File: src/rtl/testcore_oci_dct_pkg.sv
// Shared types and defaults for the OCI trace packing controller.
package testcore_oci_dct_pkg;

  typedef enum logic [1:0] {
    ST_FILL = 2'd0,
    ST_EMIT = 2'd1,
    ST_DONE = 2'd2
  } dct_state_e;

  localparam int DEF_ITEM_W  = 6;
  localparam int DEF_SLOTS   = 5;
  localparam int DEF_TIMEOUT = 64;
  localparam int WORD_W      = 30;
  localparam int CNT_W       = 4;

endpackage

File: src/rtl/testcore_oci_dct_timer.sv
// Idle counter: fires on the TIMEOUT-th consecutive idle cycle of a partly filled buffer.
module testcore_oci_dct_timer
  import testcore_oci_dct_pkg::*;
#(
  parameter int TIMEOUT = DEF_TIMEOUT
) (
  input  logic clk,
  input  logic rst,
  input  logic i_idle,
  output logic o_expire
);

  localparam int CW = $clog2(TIMEOUT + 1);

  logic [CW-1:0] r_cnt;

  // Any non-idle cycle (an accept, or leaving FILL) restarts the count.
  always_ff @(posedge clk or posedge rst) begin
    if (rst) begin
      r_cnt <= '0;
    end else if (!i_idle) begin
      r_cnt <= '0;
    end else begin
      r_cnt <= r_cnt + CW'(1);
    end
  end

  assign o_expire = i_idle && (r_cnt == CW'(TIMEOUT - 1));

endmodule

File: src/rtl/testcore_nios2_gen2_0_oci_dct_ctrl.sv
// Packs trace items into 30-bit words and flushes a partial word on end of test.
// Optional idle-timeout flush is built when DCT_TIMEOUT_EN is defined.
module testcore_nios2_gen2_0_oci_dct_ctrl
  import testcore_oci_dct_pkg::*;
#(
  parameter int ITEM_W  = DEF_ITEM_W,
  parameter int SLOTS   = DEF_SLOTS,
  parameter int TIMEOUT = DEF_TIMEOUT
) (
  input  logic              clk,
  input  logic              reset,
  input  logic              item_valid,
  output logic              item_ready,
  input  logic [ITEM_W-1:0] item_data,
  output logic              out_valid,
  input  logic              out_ready,
  output logic [WORD_W-1:0] out_data,
  output logic [CNT_W-1:0]  out_count,
  output logic [WORD_W-1:0] dct_buffer,
  output logic [CNT_W-1:0]  dct_count,
  input  logic              test_ending,
  output logic              test_has_ended
);

  dct_state_e        r_state;
  logic [WORD_W-1:0] r_buffer;
  logic [CNT_W-1:0]  r_count;
  logic              r_end;
  logic              r_item_ready;
  logic              r_out_valid;
  logic              r_done;

  logic [WORD_W-1:0] w_ins_buf;
  logic [CNT_W-1:0]  w_ins_cnt;
  logic [CNT_W-1:0]  w_eff_cnt;
  logic              w_accept;
  logic              w_end;
  logic              w_full;
  logic              w_timeout;

  assign w_accept  = item_valid && r_item_ready;
  assign w_end     = r_end || test_ending;
  assign w_ins_cnt = r_count + CNT_W'(1);
  assign w_eff_cnt = w_accept ? w_ins_cnt : r_count;
  assign w_full    = w_accept && (w_ins_cnt == CNT_W'(SLOTS));

  always_comb begin
    w_ins_buf = r_buffer;
    for (int s = 0; s < SLOTS; s++) begin
      if (r_count == CNT_W'(s)) w_ins_buf[s*ITEM_W +: ITEM_W] = item_data;
    end
  end

`ifdef DCT_TIMEOUT_EN
  logic w_idle;
  assign w_idle = (r_state == ST_FILL) && (r_count != '0) && !w_accept;

  testcore_oci_dct_timer #(.TIMEOUT(TIMEOUT)) u_timer (
    .clk      (clk),
    .rst      (reset),
    .i_idle   (w_idle),
    .o_expire (w_timeout)
  );
`else
  assign w_timeout = 1'b0;
`endif

  // Outputs are registered alongside the state so they follow the next-state choice.
  always_ff @(posedge clk or posedge reset) begin
    if (reset) begin
      r_state      <= ST_FILL;
      r_buffer     <= '0;
      r_count      <= '0;
      r_end        <= 1'b0;
      r_item_ready <= 1'b1;
      r_out_valid  <= 1'b0;
      r_done       <= 1'b0;
    end else begin
      unique case (r_state)
        ST_FILL: begin
          if (test_ending) r_end <= 1'b1;
          if (w_accept) begin
            r_buffer <= w_ins_buf;
            r_count  <= w_ins_cnt;
          end
          if (w_end && (w_eff_cnt == '0)) begin
            r_state      <= ST_DONE;
            r_item_ready <= 1'b0;
            r_done       <= 1'b1;
          end else if (w_end || w_full || w_timeout) begin
            r_state      <= ST_EMIT;
            r_item_ready <= 1'b0;
            r_out_valid  <= 1'b1;
          end
        end
        ST_EMIT: begin
          if (test_ending) r_end <= 1'b1;
          if (out_ready) begin
            r_buffer    <= '0;
            r_count     <= '0;
            r_out_valid <= 1'b0;
            if (w_end) begin
              r_state <= ST_DONE;
              r_done  <= 1'b1;
            end else begin
              r_state      <= ST_FILL;
              r_item_ready <= 1'b1;
            end
          end
        end
        default: begin
          r_state      <= ST_DONE;
          r_item_ready <= 1'b0;
          r_out_valid  <= 1'b0;
          r_done       <= 1'b1;
        end
      endcase
    end
  end

  assign item_ready     = r_item_ready;
  assign out_valid      = r_out_valid;
  assign out_data       = r_buffer;
  assign out_count      = r_count;
  assign dct_buffer     = r_buffer;
  assign dct_count      = r_count;
  assign test_has_ended = r_done;

endmodule

File: config.mk
export PLATFORM = sky130hd
export DESIGN_NAME = testcore_nios2_gen2_0_oci_dct_ctrl
export DESIGN_NICKNAME = d
export VERILOG_FILES = /design/src/rtl/testcore_oci_dct_pkg.sv /design/src/rtl/testcore_oci_dct_timer.sv /design/src/rtl/testcore_nios2_gen2_0_oci_dct_ctrl.sv
export SDC_FILE = /design/constraint.sdc
export NUM_CORES = 1
export LEC_CHECK = 0
export ABC_AREA = 1
export BUFFER_PORTS_ARGS = -buffer_cell sky130_fd_sc_hd__buf_2
export CAP_MARGIN = 15
export CORE_MARGIN = 2
export CORE_UTILIZATION = 52
export CTS_CLUSTER_DIAMETER = 200
export CTS_CLUSTER_SIZE = 20
export DETAILED_ROUTE_END_ITERATION = 8
export PLACE_DENSITY = 0.93
export SYNTH_ARGS = -nofsm -noshare
export SYNTH_HDL_FRONTEND = slang
export SYNTH_HIERARCHICAL = 1
export SYNTH_SLANG_ARGS = --single-unit
File: constraint.sdc
create_clock -name clk -period 3.5 [get_ports clk]
set_clock_uncertainty 0.05 [all_clocks]
set_input_delay 0.7 -clock clk [delete_from_list [all_inputs] [get_ports clk]]
set_output_delay 0.7 -clock clk [all_outputs]
set_load 0.1 [all_outputs]
== Word level (Yosys, flattened, before mapping) ==
Index checks and enable logic that the tools add are counted.
W data, S select, Z words.

* Mux-type cells: 29
* Add/sub/neg operators: 1
* Eq/ne operators: 19
* Reduce and logical (&&, ||, !) cells: 21

{| class="wikitable"
|+ Operator list
! cell !! count
|-
| $mux W30 || 2
|-
| $pmux W30 S2 || 1
|-
| $mux W6 || 5
|-
| $ne A2 B2 Y1 const B || 12
|-
| $reduce_and A4 Y1 || 5
|-
| $mux W1 || 10
|-
| $reduce_and A3 Y1 || 3
|-
| $eq A4 B2 Y1 const B || 2
|-
| $eq A4 B3 Y1 const B || 2
|-
| $logic_not A4 Y1 || 2
|-
| $mux W2 || 4
|-
| $mux W4 || 2
|-
| $pmux W4 S2 || 1
|-
| $pmux W1 S2 || 3
|-
| $reduce_and A2 Y1 || 3
|-
| $add A4 B1 Y4 const B || 1
|-
| $eq A4 B1 Y1 const B || 1
|-
| $pmux W2 S2 || 1
|-
| $logic_and A1 B1 Y1 || 3
|-
| $ne A3 B3 Y1 const B || 1
|-
| $eq A2 B1 Y1 const B || 1
|-
| $logic_not A2 Y1 || 1
|-
| $logic_or A1 B1 Y1 || 2
|-
| $reduce_bool A2 Y1 || 1
|-
| $reduce_or A2 Y1 || 1
|}

* Input port bits: 11
* Flip-flop bits (word level): 40
* Output and inout port bits: 71
* Word-level logic and storage cells: 81

== Logic depth before layout (Yosys ltp) ==
Gate-level depths: netlist (run 1).

* Word-level depth: 7
* Depth in mapped cells: 10
* Gate-level depth less buffers: 10

== Worst setup path after synthesis (run 1) ==
Ideal clock, no wire load.

* Path kind: flip-flop to flip-flop
* From: register r_count[0] (netlist: dct_count[0])
* To: register r_out_valid (netlist: out_valid)
* Library setup time: 0.122 ns
* Required time: 3.328 ns
* Cell stages (with the launch flop): 9
* Period minus slack after synthesis: 2.279 ns
* Setup slack: 1.221 ns
* Path buffers: 0
* Arrival time: 2.107 ns
* Cells stage by stage: dfrtp_1 > inv_1 > ha_1 > o21ai_0 > nand3_1 > nand2_1 > nand3_1 > nand2_1 > nand2_1

* Word-level cells in the longest chain between the ends: 6
* Elaborated cells between the ends (all ways): 10
* Those cells by class: 1 x add/sub; 3 x eq/ne; 1 x mux; 5 x reduce/logical

{| class="wikitable"
|+ RTL lines
! element !! RTL line !! RTL
|-
| from (decl) || testcore_nios2_gen2_0_oci_dct_ctrl.sv:27 || <nowiki>logic [CNT_W-1:0] r_count;</nowiki>
|-
| from (signal assigned) || testcore_nios2_gen2_0_oci_dct_ctrl.sv:84 || <nowiki>r_count <= w_ins_cnt;</nowiki>
|-
| $add A4 B1 Y4 || testcore_nios2_gen2_0_oci_dct_ctrl.sv:43 || <nowiki>assign w_ins_cnt = r_count + CNT_W'(1);</nowiki>
|-
| $eq A4 B3 Y1 or $mux W4 (tied branches) || - ||
|-
| $logic_and A1 B1 Y1 or $logic_not A4 Y1 (tied branches) || testcore_nios2_gen2_0_oci_dct_ctrl.sv:45, testcore_nios2_gen2_0_oci_dct_ctrl.sv:86 ||
|-
| $logic_or A1 B1 Y1 or $logic_and A1 B1 Y1 (tied branches) || testcore_nios2_gen2_0_oci_dct_ctrl.sv:90, testcore_nios2_gen2_0_oci_dct_ctrl.sv:86 ||
|-
| $ne A2 B2 Y1 (no source line) || - ||
|-
| $reduce_and A3 Y1 (no source line) (*) || - ||
|-
| to (signal assigned) || testcore_nios2_gen2_0_oci_dct_ctrl.sv:93 || <nowiki>r_out_valid <= 1'b1;</nowiki>
|-
| to (signal assigned) || testcore_nios2_gen2_0_oci_dct_ctrl.sv:101 || <nowiki>r_out_valid <= 1'b0;</nowiki>
|-
| to (signal assigned) || testcore_nios2_gen2_0_oci_dct_ctrl.sv:114 || <nowiki>r_out_valid <= 1'b0;</nowiki>
|-
| to (decl) || testcore_nios2_gen2_0_oci_dct_ctrl.sv:30 || <nowiki>logic r_out_valid;</nowiki>
|}

Mark *: on every way between the ends. The rest lies on a longest branch, timed or not.
A chain may end at the register's enable or synchronous reset.

== Worst setup path after layout (run 1) ==
* From: register r_count[0] (netlist: dct_count[0])
* To: output port out_count[0]

{| class="wikitable"
|+ RTL lines
! element !! RTL line !! RTL
|-
| to (decl) || testcore_nios2_gen2_0_oci_dct_ctrl.sv:18 || <nowiki>output logic [CNT_W-1:0] out_count,</nowiki>
|}

No word-level cell between the ends.

==> flow_metrics.py, run 1 <==
metrics = {
    "synth": {
        "synthCells": 237,
        "synthAdderAreaFrac_pct": 3.021,
        "async_reset_ff_share_pct": 100.0,
        "synth_top_family_by_area": "simple AND/OR/NAND/NOR gates",
        "synth_area_mm2": 0.002071,
        "syn-mean-instance-area_um2": 8.737,
        "ys_top_cells_by_area": "dfrtp_1 47%, buf_4 12%, nand2_1 11%",
        "synth_xor_area_share_pct": 0,
        "synth_mux_area_share_pct": 0,
        "synth-simple-area-share_pct": 18.13,
        "synth_top_area_share_pct": 47.13,
        "synth-compound-area-share_pct": 12.69,
        "yosysTopAreaCell": "dfrtp_1",
        "synth_flop_cell": "dfrtp_1",
        "yosysWarningCount": 6,
        "synth-seq-cells": 40,
        "syn_nets": 253,
        "synth_common_cells": "60 x nand2_1, 39 x dfrtp_1, 34 x buf_4",
        "yosysMostFrequentCell": "nand2_1",
        "synth.distinct_cells": 20,
        "synth_edf_count": 0,
        "synth_seq_area_share_pct": 48.40,
    },
    "floorplanning": {
        "die_area_mm2": 0.004503,
        "pin_count": 82,
        "die_w_um": 67.11,
        "initial_core_util_pct": 55.31,
        "die_h_um": 67.11,
        "core_mm2": 0.003744,
        "rows": 22,
    },
    "min_path": {
        "hold_depth": 2,
        "min_to": "item_ready$_DFFE_PP1P_",
        "hp-start": "item_ready$_DFFE_PP1P_",
        "hold_class": "register to register",
    },
    "routing": {
        "vias_per_cell": 4.887,
        "drtPass1Iterations": 4,
        "postRouteAntennaNets": 0,
        "vias": 1642,
        "drt-wirelength-per-cell_um": 13.00,
        "drc": 0,
        "drt_iter0_markers": 93,
        "routed_wl_um": 4368,
    },
    "placement": {
        "dpl-instance-area_mm2": 0.002251,
        "dp_cells": 328,
        "dp_hpwl_um": 3315,
        "io_buffers": 81,
        "gp_congestion": 0.8382,
    },
    "layout": {
        "finalInstanceArea_mm2": 0.002372,
        "layout.cells.non_filler": 336,
        "fillers": 348,
        "diodes": 0,
        "drive_gt1_share_pct": 39.24,
        "regArea_mm2": 0.001002,
        "nNetsFinal": 303,
        "syn_to_final_growth_pct": 14.56,
        "multiInputGateArea_um2": 700.7,
    },
    "setup_path": {
        "critPathRequiredTime_ns": 2.75,
        "crit_arrival_ns": 1.24,
        "r2r_slack_ns": 1.64,
        "crit_slowest_cell": "dfrtp_1",
        "critical_path_class": "register to output port",
        "max_stage_delay_ns": 0.48,
        "rr_endpoint": "dct_buffer[28]$_DFFE_PP0P_",
        "worst_setup_path_end_kind": "output port",
        "crit_cells": 1,
        "ff2ff_path_depth": 6,
        "critPathMaxFanout": 8,
        "critPathTopFamily": "flip-flops",
        "worstSetupStartpointType": "register",
        "r2r_start": "dct_count[0]$_DFFE_PP0P_",
        "crit_buf_inv": 1,
        "path_cells": "buf_2",
    },
    "clock_tree": {
        "clk_path_buf_depth": 2,
        "post_cts_resize_count": 0,
        "h-tree-depth": 2,
        "clkLatencyLatePin_ns": 0.28,
        "cts.clk_slew.worst_paths_ns": 0.08,
        "clkSinkCount": 40,
        "cts_buffers": 5,
        "ctsRootBufferMaster": "clkbuf_8",
        "cts_tree": "built",
        "cts_setup_buffers": 0,
        "cts_hold_buf": 0,
    },
    "power": {
        "power.clock.fraction_pct": 44.8,
        "cellPowerDensity_mw_per_mm2": 370.9,
        "combPwrFrac_pct": 2.7,
        "p_int_mw": 0.7007,
        "switching_share_pct": 20.35,
        "p_switching_mw": 0.1790,
        "ir_drop_v": 0.0002399,
        "leakage_nw": 1.389,
        "p_seq_share_pct": 52.5,
    },
    "sta": {
        "fin_tns_setup_ns": 0,
        "maxSlewViolCount": 0,
        "tightestPinTransition_ns": 0.6096,
        "rsz0062_at_grt": "no",
        "setup_viol": 0,
        "fmax_mhz": 502.0,
        "hold_viol": 0,
        "holdWs_ns": 0.4224,
        "slew_headroom_pct": 59.35,
        "fin_crit_sh_pct": 56.92,
        "period_needed_ns": 1.992,
    },
    "job": {
        "max_cap_violations": 0,
    },
    "global_routing": {
        "grt_pass1_wl_um": 6844,
        "grt_max_degree": 41,
        "grt_pass1_vias": 1471,
        "grt_usage_pct": 20.61,
        "grt_overflow": 0,
        "antenna_found_initial": 0,
    },
    "status": {
        "status": "complete, no violations",
    },
}
==> cell type report <==
type,count,share of cell area [%]
Sequential cell,40,42.25
Multi-Input combinational cell,138,29.54
Timing Repair Buffer,82,17.41
Clock buffer,6,3.481
Inverter,20,3.165
Tap cell,48,2.532
Clock inverter,2,1.635
==> state kept, by name, indices dropped and copies added, names as in the netlist <==
| signal | cells |
|---|---|
| out_valid | 1 |
| test_has_ended | 1 |
| r_state | 2 |
| r_end | 1 |
| item_ready | 1 |
| dct_count | 4 |
| dct_buffer | 30 |
==> layer usage <==
layer,track usage (%),wire length [um],up-vias
met3,4.561,234,4
met4,5.612,38,0
met2,33.29,2115,53
li1,-,-,829
met1,28.04,1980,756
met5,0,0,-
==> worst max-delay path by stage <==
stage	from	endpoint	slack [ns]
floorplan	dct_count[0]$_DFFE_PP0P_	out_valid$_DFFE_PP0P_	1.22
global placement	item_valid	dct_buffer[28]$_DFFE_PP0P_	1.65
detailed placement	item_valid	dct_buffer[28]$_DFFE_PP0P_	1.60
CTS	item_ready$_DFFE_PP1P_	item_ready	1.50
global route	dct_count[0]$_DFFE_PP0P_	dct_count[0]	1.46
finish	dct_count[0]$_DFFE_PP0P_	out_count[0]	1.51
==> tightest hold or removal path: cells and delay by family (launching register included) <==
family / cells / cell delay, ns
and+or+nand+nor: 2 / 0.10
DFF: 1 / 0.38
==> cells in the final DEF (no fill, tap or decap) <==
cell and n:
bufinv_16 1, nand2_1 60, nand2_2 6, inv_2 6, a21oi_2 1, buf_4 1, nor2_1 7, o21ai_2 7
nand4_1 3, o21ai_0 29, dfstp_2 1, nand3_1 8, nor3_1 1, clkbuf_8 6, o21ai_1 7, buf_2 81
nor2_4 2, dfrtp_1 39, clkinv_4 1, o22ai_1 2, inv_1 14, ha_1 5
==> power by group through the flow <==
stage / sequential (mW) / clock, mW / combinational, mW
6_report: 0.462 / 0.394 / 0.0238
2_1_floorplan: 0.471 / 0 / 0.0123
3_5_place_dp: 0.471 / 0 / 0.0242
4_1_cts: 0.462 / 0.401 / 0.0243
5_1_grt: 0.462 / 0.427 / 0.0271
3_3_place_gp: 0.471 / 0 / 0.0238
==> metrics by stage <==
step,setup WS [ns],total power [mW],util (%)
2_1_floorplan,1.221,0.4832,-
3_3_place_gp,1.651,0.4947,60.13
3_5_place_dp,1.599,0.4951,60.13
4_1_cts,1.500,0.8866,63.37
5_1_grt,1.460,0.9162,63.37
6_report,1.508,0.8798,63.37
==> cells by family after synthesis <==
family	Yosys count
adders and majority gates	5
DFF	40
buffers and inverters	59
and+or+nand+nor	87
AOI/OAI and AO/OA	46
Power figures use the tool's default switching activity.
==> inputs of run 2 (changes only) <==
Settings changed: CORE_UTILIZATION 52 to 44, PLACE_DENSITY 0.93 to 0.84.
Clock period 3.5 ns to 1.8 ns, I/O delays scaled along.
==> run 2 against run 1 <==
Against the previous run:
- die area grew 17%
- non-clock buffer count is the same
- clock power grew 90%
- register-to-register slack lost 1.5 ns
- core utilization shrank 9.4 points
- sequential power grew 94%
- count of clock-buffer cells in the layout shrank 1
- highest routed layer unchanged
- largest power group unchanged
- sequential cell count is the same
- sequential share of layout area grew 0.11 points
- critical path depth is the same
==> flow_metrics.py, run 2 (same netlist as run 1, synthesis figures left out) <==
metrics = {
    "clock_tree": {
        "cts_tree": "built",
        "post_cts_resize_count": 0,
        "cts_setup_buffers": 0,
        "cts_buffers": 5,
        "h-tree-depth": 2,
        "clk_path_buf_depth": 2,
        "cts_hold_buf": 0,
        "cts.clk_slew.worst_paths_ns": 0.08,
        "clkLatencyLatePin_ns": 0.29,
        "clkSinkCount": 40,
        "ctsRootBufferMaster": "clkbuf_8",
    },
    "floorplanning": {
        "die_h_um": 72.60,
        "pin_count": 82,
        "core_mm2": 0.004444,
        "die_area_mm2": 0.005271,
        "die_w_um": 72.60,
        "initial_core_util_pct": 46.59,
        "rows": 24,
    },
    "global_routing": {
        "grt_pass1_vias": 1490,
        "grt_pass1_wl_um": 7162,
        "grt_overflow": 0,
        "grt_max_degree": 41,
        "grt_usage_pct": 17.72,
        "antenna_found_initial": 0,
    },
    "setup_path": {
        "crit_arrival_ns": 1.33,
        "crit_slowest_cell": "dfstp_4",
        "crit_buf_inv": 1,
        "critPathTopFamily": "flip-flops",
        "worstSetupStartpointType": "register",
        "worst_setup_path_end_kind": "output port",
        "critical_path_class": "register to output port",
        "critPathMaxFanout": 3,
        "r2r_start": "dct_count[0]$_DFFE_PP0P_",
        "rr_endpoint": "out_valid$_DFFE_PP0P_",
        "r2r_slack_ns": 0.14,
        "ff2ff_path_depth": 8,
        "max_stage_delay_ns": 0.62,
        "critPathRequiredTime_ns": 1.39,
        "path_cells": "buf_2",
    },
    "layout": {
        "nNetsFinal": 303,
        "regArea_mm2": 0.001016,
        "fillers": 429,
        "multiInputGateArea_um2": 713.2,
        "drive_gt1_share_pct": 41.32,
        "syn_to_final_growth_pct": 15.83,
        "final_common_cell": "buf_2",
        "finalInstanceArea_mm2": 0.002399,
        "layout_common_cells": "81 x buf_2, 60 x nand2_1, 35 x dfrtp_1, 28 x o21ai_0, 13 x inv_1",
        "diodes": 0,
        "largest_reg_flops": 30,
    },
    "status": {
        "status": "complete, no violations",
    },
    "power": {
        "p_switching_mw": 0.3670,
        "combPwrFrac_pct": 2.8,
        "cellPowerDensity_mw_per_mm2": 706.0,
        "leakage_nw": 1.386,
        "p_seq_share_pct": 53.0,
        "ir_drop_v": 0.0002882,
        "p_int_mw": 1.326,
        "switching_share_pct": 21.68,
        "power.clock.fraction_pct": 44.2,
    },
    "routing": {
        "vias_per_cell": 4.891,
        "postRouteAntennaNets": 0,
        "drtPass1Iterations": 4,
        "drt-wirelength-per-cell_um": 13.09,
        "routed_wl_um": 4449,
        "drc": 0,
        "vias": 1663,
        "drt_iter0_markers": 95,
    },
    "sta": {
        "maxSlewViolCount": 0,
        "rsz0062_at_grt": "no",
        "tightestPinTransition_ns": 0.5097,
        "slew_headroom_pct": 66.02,
        "fin_crit_sh_pct": 96.61,
        "fmax_mhz": 575.1,
        "hold_viol": 0,
        "setup_viol": 0,
        "fin_tns_setup_ns": 0,
        "period_needed_ns": 1.739,
    },
    "placement": {
        "dpl-instance-area_mm2": 0.002270,
        "io_buffers": 81,
        "dp_hpwl_um": 3306,
        "gp_congestion": 0.8976,
    },
    "job": {
        "max_cap_violations": 0,
    },
    "min_path": {
        "hold_class": "primary input to async pin",
    },
}
## run 2: cell type report
cell class,count,area share (%)
flip-flops and latches,40,42.36
multi-input cells,138,29.73
repair buffers,82,17.21
inverters,20,3.130
clock buffers,5,2.869
well taps,52,2.713
clock inverters,3,1.982
## run 2: metal layers
metal / wire [um] / GRT usage, % / vias up
met5: 0 / 0 / -
met4: 85 / 6.790 / 0
met3: 299 / 4.282 / 9
met2: 1981 / 26.46 / 73
met1: 2083 / 24.98 / 750
li1: - / - / 831
## run 2: how the worst max path moves through the flow
stage | startpoint | end | slack [ns] | depth (start not counted)
5_1_grt | dct_count[0]$_DFFE_PP0P_ | out_valid$_DFFE_PP0P_ | 0.002 | 8
2_1_floorplan | dct_count[0]$_DFFE_PP0P_ | out_valid$_DFFE_PP0P_ | 0.02 | 8
4_1_cts | item_ready$_DFFE_PP1P_ | item_ready | 0.05 | 1
3_5_place_dp | dct_count[0]$_DFFE_PP0P_ | dct_buffer[28]$_DFFE_PP0P_ | 0.04 | 6
3_3_place_gp | dct_count[0]$_DFFE_PP0P_ | dct_buffer[28]$_DFFE_PP0P_ | 0.11 | 6
6_report | item_ready$_DFFE_PP1P_ | item_ready | 0.06 | 1
## run 2: power groups by stage
stage	combinational, mW	clock [mW]	sequential [mW]
5_1_grt	0.0546	0.806	0.898
3_5_place_dp	0.0477	0	0.916
6_report	0.0466	0.749	0.897
2_1_floorplan	0.0240	0	0.916
3_3_place_gp	0.0470	0	0.916
4_1_cts	0.0478	0.768	0.897
## run 2: per-stage QoR
stage	total power [mW]	util, %	hold slack, ns	instances	setup WS (ns)
after global placement	0.9625	51.07	0.4001	332	0.1059
after global routing	1.759	53.97	0.1723	340	0.002274
after detailed placement	0.9633	51.07	0.3985	332	0.03731
after floorplan	0.9396	-	0.4157	237	0.01514
final	1.693	53.97	0.1288	340	0.06103
after CTS	1.713	53.69	0.1344	340	0.04872
==> inputs of run 3 (changes only) <==
Settings changed: MAX_ROUTING_LAYER set to met4, RECOVER_POWER set to 50.
==> run 3 against run 2 <==
Against the previous run:
- sequential share of layout area is 0.066 points higher
- sequential cell count unchanged
- setup slack worse by 0.0059 ns
- clock power grew 1%
- sequential power about the same
- register-to-register slack gained 0.04 ns
- combinational power shrank 2%
- die area is the same
- largest cell class unchanged
==> flow_metrics.py, run 3 (same netlist as run 1, synthesis figures left out) <==
metrics = {
    "status": {
        "status": "complete, no violations",
    },
    "floorplanning": {
        "die_area_mm2": 0.005271,
        "die_h_um": 72.60,
        "pin_count": 82,
        "rows": 24,
        "initial_core_util_pct": 46.59,
        "core_mm2": 0.004444,
        "die_w_um": 72.60,
    },
    "clock_tree": {
        "clkSinkCount": 40,
        "ctsRootBufferMaster": "clkbuf_8",
        "cts.clk_slew.worst_paths_ns": 0.08,
        "h-tree-depth": 2,
        "cts_hold_buf": 0,
        "cts_buffers": 5,
        "clk_path_buf_depth": 2,
        "clkLatencyLatePin_ns": 0.29,
        "cts_tree": "built",
    },
    "sta": {
        "holdWs_ns": 0.2722,
        "maxSlewViolCount": 0,
        "tightestPinTransition_ns": 0.9739,
        "fin_crit_sh_pct": 96.94,
        "hold_viol": 0,
        "setup_ws_ns": 0.05516,
        "period_needed_ns": 1.745,
        "slew_headroom_pct": 35.08,
        "rsz0062_at_grt": "no",
        "fin_tns_setup_ns": 0,
        "setup_viol": 0,
        "fmax_mhz": 573.1,
    },
    "routing": {
        "drt_iter0_markers": 143,
        "drc": 0,
        "vias_per_cell": 4.976,
        "drt-wirelength-per-cell_um": 13.36,
        "drtPass1Iterations": 4,
        "postRouteAntennaNets": 0,
        "vias": 1692,
        "routed_wl_um": 4543,
    },
    "setup_path": {
        "crit_buf_inv": 1,
        "max_stage_delay_ns": 0.62,
        "crit_slowest_cell": "dfstp_4",
        "critPathMaxFanout": 3,
        "critPathTopFamily": "flip-flops",
        "worst_setup_path_end_kind": "output port",
        "critical_path_class": "register to output port",
        "path_cells": "buf_2",
        "crit_arrival_ns": 1.33,
        "worstSetupStartpointType": "register",
        "critPathRequiredTime_ns": 1.39,
    },
    "global_routing": {
        "grt_pass1_vias": 1484,
        "antenna_found_initial": 0,
        "grt_usage_pct": 18.35,
        "grt_max_degree": 41,
        "grt_pass1_wl_um": 7203,
        "grt_overflow": 0,
    },
    "placement": {
        "io_buffers": 81,
        "gp_congestion": 0.9063,
        "dp_hpwl_um": 3279,
        "place_ws_ns": 0.04217,
    },
    "layout": {
        "drive_gt1_share_pct": 42.01,
        "final_common_cell": "nand2_1",
        "diodes": 0,
        "syn_to_final_growth_pct": 15.65,
        "nNetsFinal": 303,
        "largest_reg_flops": 30,
        "fin_util_pct": 53.89,
        "layout_common_cells": "60 x nand2_1, 51 x buf_2, 35 x dfrtp_1, 31 x clkbuf_2, 28 x o21ai_0",
    },
    "power": {
        "leakage_nw": 1.351,
        "cellPowerDensity_mw_per_mm2": 709.9,
        "ir_drop_v": 0.0003054,
    },
    "job": {
        "max_cap_violations": 0,
    },
    "min_path": {
        "hold_class": "primary input to register",
    },
}
[run 3: cell count changes in the layout (fill, tap and decap cells not counted)]
| cell | change |
|---|---|
| buf_2 | -30 |
| buf_4 | -1 |
| clkbuf_2 | +31 |
| clkinv_4 | -2 |
| clkinvlp_4 | +1 |
| inv_1 | -2 |
| inv_2 | +2 |
| inv_6 | +1 |
[run 3: report_power, final]
| group | internal (mW) | switching [mW] |
|---|---|---|
| Sequential | 0.897 | 0.0000000000652 |
| Clock | 0.418 | 0.339 |
| Combinational | 0.0105 | 0.0350 |
[run 3: final timing paths]
check,cells past startpoint,slack (ns),to,startpoint
min in group asynchronous,3,0.30,r_state[1]$_DFFE_PP0P_,reset
max in group asynchronous,3,0.69,dct_count[1]$_DFFE_PP0P_,reset
worst min-delay path,4,0.27,item_ready$_DFFE_PP1P_,test_ending
worst max register to register,8,0.18,out_valid$_DFFE_PP0P_,dct_count[0]$_DFFE_PP0P_
worst max-delay path,1,0.06,item_ready,item_ready$_DFFE_PP1P_
worst min register to register,2,0.43,test_has_ended$_DFFE_PP0P_,test_has_ended$_DFFE_PP0P_
[run 3: tightest hold or removal path: stages]
cell and delay [ns]:
buf_2 0.07, nor2_1 0.06, nand4_1 0.08, nand2_1 0.05
[run 3: final cells by class]
type | instances | area [um2]
clock buffers | 5 | 68.82
clock inverters | 3 | 46.29
fillers | 420 | 2049
inverters | 20 | 75.07
multi-input cells | 138 | 713.2
flip-flops and latches | 40 | 1016
well taps | 52 | 65.06
repair buffers | 82 | 410.4
[run 3: what timing repair did]
action / in CTS / in global routing
gates resized for setup: 0 / 6
hold endpoints to repair: 0 / 0
endpoints found under the setup margin: 0 / 11
buffers inserted: 0 / 0
[run 3: layer usage]
metal | global-route usage (%) | vias to the layer above | wire length [um]
li1 | - | 826 | -
met1 | 25.07 | 777 | 2062
met2 | 25.96 | 77 | 2067
met3 | 4.972 | 12 | 306
met4 | 7.202 | 0 | 107
met5 | - | - | 0
[run 3: per-stage QoR]
step | power, mW | cell area, um2 | instances
floorplan | 0.9396 | 2085 | 237
global placement | 0.9627 | 2270 | 332
detailed placement | 0.9635 | 2270 | 332
CTS | 1.717 | 2385 | 340
global route | 1.761 | 2395 | 340
finish | 1.700 | 2395 | 340
